<file path="src/rtl/radix3_butterfly_pipe_pkg.sv">
// Shared FFT constants: the sqrt(3)/2 twiddle in Q1.15 and its rounding offset.
package radix3_butterfly_pipe_pkg;

    // round(sqrt(3)/2 * 2^15)
    localparam int unsigned K_COEF = 28378;
    // fraction bits of K_COEF
    localparam int unsigned K_FRAC = 15;
    // half an LSB of the Q1.15 product, added before the arithmetic shift
    localparam int unsigned K_RND  = 16384;
    // signed width needed to hold K_COEF
    localparam int unsigned K_W    = 16;

endpackage

</file>
<file path="src/rtl/radix3_butterfly_pipe_mul.sv">
// const_mul_k: signed constant multiply by K with round-half-up back to the input width.
module const_mul_k
    import radix3_butterfly_pipe_pkg::*;
#(
    parameter int unsigned IN_W = 17
) (
    input  logic signed [IN_W-1:0] din,
    output logic signed [IN_W-1:0] dout_c
);

    localparam int unsigned PW = IN_W + K_W;

    logic signed [PW-1:0] din_x;
    logic signed [PW-1:0] prod;
    logic signed [PW-1:0] sum;

    // |K| < 1, so the rounded product always fits back into IN_W bits
    always_comb begin
        din_x  = PW'(din);
        prod   = din_x * $signed(PW'(K_COEF));
        sum    = prod + $signed(PW'(K_RND));
        dout_c = IN_W'(sum >>> K_FRAC);
    end

endmodule

</file>
<file path="src/rtl/radix3_butterfly_pipe.sv">
// Three-stage radix-3 DFT butterfly with valid/ready flow control and a shared stall.
module radix3_butterfly_pipe
    import radix3_butterfly_pipe_pkg::*;
#(
    parameter int unsigned WIDTH = 16,
    parameter int unsigned TAG_W = 4
) (
    input  logic               clk,
    input  logic               rst_n,
    input  logic [WIDTH-1:0]   a_re,
    input  logic [WIDTH-1:0]   a_img,
    input  logic [WIDTH-1:0]   b_re,
    input  logic [WIDTH-1:0]   b_img,
    input  logic [WIDTH-1:0]   c_re,
    input  logic [WIDTH-1:0]   c_img,
    input  logic               inv,
    input  logic [TAG_W-1:0]   in_tag,
    input  logic               in_valid,
    output logic               in_ready,
    output logic [WIDTH+1:0]   x0_re,
    output logic [WIDTH+1:0]   x0_img,
    output logic [WIDTH+1:0]   x1_re,
    output logic [WIDTH+1:0]   x1_img,
    output logic [WIDTH+1:0]   x2_re,
    output logic [WIDTH+1:0]   x2_img,
    output logic [TAG_W-1:0]   out_tag,
    output logic               out_valid,
    input  logic               out_ready
);

    localparam int unsigned SW = WIDTH + 1;
    localparam int unsigned OW = WIDTH + 2;

    logic advance;

    // stage 1 registers
    logic                    v1;
    logic                    inv1;
    logic [TAG_W-1:0]        tag1;
    logic signed [WIDTH-1:0] a_re1, a_im1;
    logic signed [SW-1:0]    s_re1, s_im1, d_re1, d_im1;

    // stage 2 registers
    logic                    v2;
    logic                    inv2;
    logic [TAG_W-1:0]        tag2;
    logic signed [OW-1:0]    x0_re2, x0_im2, h_re2, h_im2;
    logic signed [SW-1:0]    p_re2, p_im2;

    logic signed [SW-1:0]    p_re_c, p_im_c;
    logic signed [OW-1:0]    y1_re_c, y1_im_c, y2_re_c, y2_im_c;

    // one enable for every stage: move whenever the output slot is free or being drained
    assign advance  = !out_valid || out_ready;
    assign in_ready = advance;

    // stage 1: sum and difference of b and c
    always_ff @(posedge clk or negedge rst_n) begin
        if (!rst_n) begin
            v1    <= 1'b0;
            inv1  <= 1'b0;
            tag1  <= '0;
            a_re1 <= '0;
            a_im1 <= '0;
            s_re1 <= '0;
            s_im1 <= '0;
            d_re1 <= '0;
            d_im1 <= '0;
        end else if (advance) begin
            v1    <= in_valid;
            inv1  <= inv;
            tag1  <= in_tag;
            a_re1 <= $signed(a_re);
            a_im1 <= $signed(a_img);
            s_re1 <= SW'($signed(b_re)) + SW'($signed(c_re));
            s_im1 <= SW'($signed(b_img)) + SW'($signed(c_img));
            d_re1 <= SW'($signed(b_re)) - SW'($signed(c_re));
            d_im1 <= SW'($signed(b_img)) - SW'($signed(c_img));
        end
    end

    const_mul_k #(.IN_W(SW)) u_mul_re (.din(d_re1), .dout_c(p_re_c));
    const_mul_k #(.IN_W(SW)) u_mul_im (.din(d_im1), .dout_c(p_im_c));

    // stage 2: DC term, half-sum offset and scaled difference
    always_ff @(posedge clk or negedge rst_n) begin
        if (!rst_n) begin
            v2     <= 1'b0;
            inv2   <= 1'b0;
            tag2   <= '0;
            x0_re2 <= '0;
            x0_im2 <= '0;
            h_re2  <= '0;
            h_im2  <= '0;
            p_re2  <= '0;
            p_im2  <= '0;
        end else if (advance) begin
            v2     <= v1;
            inv2   <= inv1;
            tag2   <= tag1;
            x0_re2 <= OW'(a_re1) + OW'(s_re1);
            x0_im2 <= OW'(a_im1) + OW'(s_im1);
            h_re2  <= OW'(a_re1) - OW'(s_re1 >>> 1);
            h_im2  <= OW'(a_im1) - OW'(s_im1 >>> 1);
            p_re2  <= p_re_c;
            p_im2  <= p_im_c;
        end
    end

    // stage 3 combine: rotate p by -j (forward); inverse swaps the two outputs
    always_comb begin
        y1_re_c = h_re2 + OW'(p_im2);
        y1_im_c = h_im2 - OW'(p_re2);
        y2_re_c = h_re2 - OW'(p_im2);
        y2_im_c = h_im2 + OW'(p_re2);
        if (inv2) begin
            y1_re_c = h_re2 - OW'(p_im2);
            y1_im_c = h_im2 + OW'(p_re2);
            y2_re_c = h_re2 + OW'(p_im2);
            y2_im_c = h_im2 - OW'(p_re2);
        end
    end

    // stage 3: output registers
    always_ff @(posedge clk or negedge rst_n) begin
        if (!rst_n) begin
            out_valid <= 1'b0;
            out_tag   <= '0;
            x0_re     <= '0;
            x0_img    <= '0;
            x1_re     <= '0;
            x1_img    <= '0;
            x2_re     <= '0;
            x2_img    <= '0;
        end else if (advance) begin
            out_valid <= v2;
            out_tag   <= tag2;
            x0_re     <= x0_re2;
            x0_img    <= x0_im2;
            x1_re     <= y1_re_c;
            x1_img    <= y1_im_c;
            x2_re     <= y2_re_c;
            x2_img    <= y2_im_c;
        end
    end

endmodule

</file>
<file path="config.mk">
export PLATFORM = sky130hd
export DESIGN_NAME = radix3_butterfly_pipe
export DESIGN_NICKNAME = d
export VERILOG_FILES = /design/src/rtl/radix3_butterfly_pipe_pkg.sv /design/src/rtl/radix3_butterfly_pipe_mul.sv /design/src/rtl/radix3_butterfly_pipe.sv
export SDC_FILE = /design/constraint.sdc
export NUM_CORES = 2
export LEC_CHECK = 0
export ABC_AREA = 0
export BUFFER_PORTS_ARGS = -buffer_cell sky130_fd_sc_hd__buf_2
export CORE_MARGIN = 4
export CORE_UTILIZATION = 40
export CTS_CLUSTER_DIAMETER = 120
export CTS_CLUSTER_SIZE = 24
export DETAILED_ROUTE_END_ITERATION = 8
export HOLD_SLACK_MARGIN = 0.02
export PLACE_DENSITY = 0.57
export RECOVER_POWER = 50
export SLEW_MARGIN = 20
export SYNTH_ARGS = -nofsm -noshare
export SYNTH_HDL_FRONTEND = slang
export SYNTH_SLANG_ARGS = --single-unit
</file>
<file path="constraint.sdc">
create_clock -name clk -period 12.7 [get_ports clk]
set_input_delay 0.635 -clock clk [delete_from_list [all_inputs] [get_ports clk]]
set_output_delay 0.635 -clock clk [all_outputs]
set_load 0.01 [all_outputs]
</file>
==> impl_metrics.csv <==
group,metric,value,unit
setup_path,cp-startpoint,"out_valid",
setup_path,crit_required,12940,ps
setup_path,endpoint,"s_im1[2]",
route,drc,0,
floorplan,die_h,291,um
floorplan,initial_utilization,40.4,%
setup_path,crit_arrival,8780,ps
clock_network,postCtsHoldBufs,0,
timing,drv_slew,627,
timing,grt_setup_unrepaired,"false",
clock_network,cts_buffer_depth,3,
global_route,grt_pass1_vias,23775,
route,ant_nets,0,
logic_synthesis,synthTopCellsByCount,"inv_1 (597), nand2_1 (461), ha_1 (412)",
timing,hold_viol_final,0,
outcome,violations,"capacitance limit, slew limit",
logic_synthesis,syn-cell-area,32000,um2
global_route,track_usage,19.2,%
outcome,status,"finished, violations left",
timing,fin_crit_sh,67.2,%
place,io_buffers,218,
clock_network,path_clk_slew,100,ps
clock_network,root_buffer,"clkbuf_16",
cells_and_area,area_growth,8.20,%
route,drt_iter0_drc,1121,
timing,tightest_slew,5760,ps
cells_and_area,nFillCells,8089,
place,place_hpwl,67.0,mm
clock_network,cts.htree.levels,1,
floorplan,die_area,84600,um2
logic_synthesis,yosysSeqAreaShare,25.4,%
global_route,grt_max_degree,171,
logic_synthesis,synth_area_leaders,"dfrtp_1 (25%), fa_1 (16%), ha_1 (16%), inv_1 (7.0%), nand2_1 (5.4%)",
hold_path,hp-class,"in2reg",
global_route,antenna_found_initial,3,
setup_path,cp_max_fo,170,
hold_path,hold_depth,3,
logic_synthesis,synth.most_common_cell,"inv_1",
logic_synthesis,synthArstFlopShare,100,%
route,dr.pass1.iters,6,
timing,fin_crit,8540,ps
setup_path,worstSetupPathType,"reg2reg",
logic_synthesis,ys.flop_type,"dfrtp_1",
cells_and_area,drive_gt1_share,4.78,%
cells_and_area,layout.nets,4551,
logic_synthesis,synth_cell_types,83,
logic_synthesis,synth-edff-count,0,
route,dr_total_vias,23974,
timing,setup_viol,0,
logic_synthesis,yosysTopAreaCell,"dfrtp_1",
logic_synthesis,syn_avg_cell_area,8.79,um2
setup_path,worst-r2r-cell-count,6,
setup_path,startpoint_type,"flop",
clock_network,post_cts_buffers,0,
setup_path,reg2reg_from,"out_valid",
timing,maxClockFrequency,117,MHz
logic_synthesis,netlist_instances,3638,
route,via_per_inst,4.96,
logic_synthesis,syn_nets,4413,
setup_path,reg2reg_slack,4160,ps
timing,setup-tns-final,0,ps
setup_path,end_kind,"flop",
floorplan,die_w,291,um
timing,slew_headroom,-286,%
setup_path,r2r-end,"s_im1[2]",
global_route,grt_overflow,0,
logic_synthesis,ys_seq_elements,325,
clock_network,cts_buffers,22,
logic_synthesis,synth_warnings,0,
flow_run,cap_violations,7,
route,wirelength,81.9,mm
clock_network,cts_resized,0,
floorplan,fp.coreArea,79100,um2
logic_synthesis,synth_top_area_share,25.4,%
global_route,grt_pass1_wl,132,mm
clock_network,clock_latency,590,ps
route,wl_per_cell,16.9,um
place,place_congestion,0.878,
floorplan,num_rows,103,
clock_network,tritoncts,"done",
timing,fin_skew,36.8,ps
clock_network,cts_sinks,325,
floorplan,ios,219,
## registers in the layout (all words and copies together), names as in the netlist, 17 cells and up
| register | flops |
|---|---|
| x2_img | 17 |
| x2_re | 17 |
| h_re2 | 17 |
| s_im1 | 17 |
| x1_re | 18 |
| s_re1 | 17 |
| x1_img | 18 |
| p_im2 | 17 |
| p_re2 | 17 |
| x0_img | 18 |
| h_im2 | 17 |
| x0_im2 | 18 |
| x0_re | 18 |
| x0_re2 | 18 |
## stage by stage
| step | util (%) | hold slack, ps | instances | worst slack (ps) | cell area [um2] |
|---|---|---|---|---|---|
| 2_1_floorplan | - | 339 | 3638 | 6140 | 32000 |
| 3_3_place_gp | 43.0 | 444 | 4801 | 5510 | 34100 |
| 3_5_place_dp | 43.0 | 452 | 4801 | 5360 | 34100 |
| 4_1_cts | 44.0 | 27.2 | 4835 | 5330 | 34800 |
| 5_1_grt | 43.7 | 208 | 4836 | 3090 | 34600 |
| 6_report | 43.7 | 238 | 4838 | 4160 | 34600 |
## metal layers
layer | up-vias | GRT usage (%) | wire (um)
li1 | 12127 | - | -
met3 | 64 | 2.15 | 2750
met1 | 11471 | 28.6 | 41100
met2 | 312 | 30.2 | 36200
met4 | 0 | 4.03 | 1780
met5 | - | 0 | 0
## layout by cell type, fill, tap and decap left out, types with 10 or more instances in the layout
cell       Yosys  routed
inv_1        597     597
nand2_1      461     461
ha_1         412     412
dfrtp_1      325     325
nor2_1       258     258
fa_1         258     258
a21oi_1      254     254
o21ai_0      196     196
xnor2_1      134     134
clkbuf_1      92     121
buf_2          2     103
xor2_1        79      79
a21o_1        44      44
nor3_1        44      44
nor2b_1       40      40
nand3_1       40      40
o21bai_1      36      36
o31ai_1       33      33
a21boi_0      25      25
and3_1        24      24
a211oi_1      23      23
clkbuf_16      0      23
nand2b_1      18      18
o21a_1        17      17
or3_1         14      14
o211ai_1      14      14
mux2_2        13      12
a31oi_1       11      11
mux2i_1       11      11
and2_1        10      10
## final cells by class
| class | count | area (um2) | share of cell area [%] |
|---|---|---|---|
| Multi-Input combinational cell | 2599 | 21200 | 61.1 |
| Sequential cell | 325 | 8130 | 23.5 |
| Inverter | 598 | 2250 | 6.49 |
| Tap cell | 1050 | 1310 | 3.80 |
| Timing Repair Buffer | 230 | 1030 | 2.98 |
| Clock buffer | 23 | 576 | 1.66 |
| Clock inverter | 11 | 151 | 0.437 |
| Antenna cell | 2 | 5.00 | 0.0145 |
## logic make-up after synthesis
| family | Yosys count | synth area share (%) |
|---|---|---|
| compound gates | 740 | 14.3 |
| xor+xnor | 214 | 5.88 |
| fa+ha+maj | 670 | 32.3 |
| buf+inv | 714 | 8.44 |
| flops | 325 | 25.4 |
| mux | 24 | 0.802 |
| simple gates | 951 | 12.9 |
## worst min-delay path by stage
stage / to / slack [ps] / from
floorplan: a_im1[0] / 340 / rst_n
global placement: v2 / 440 / v2
detailed placement: v2 / 450 / v2
CTS: out_tag[0] / 30 / rst_n
global route: tag1[0] / 210 / in_tag[0]
finish: tag1[0] / 240 / in_tag[0]
## worst max-delay path, cell delays in order, from the launching register on
cell and delay [ps]:
dfrtp_1 360, nor2b_1 220, buf_12 490, clkinvlp_2 4500, buf_4 1930, nand2_1 360, o21ai_0 130
Power is not shown: default switching activity piles up to over one toggle a cycle in this logic, so the estimate is an artifact.
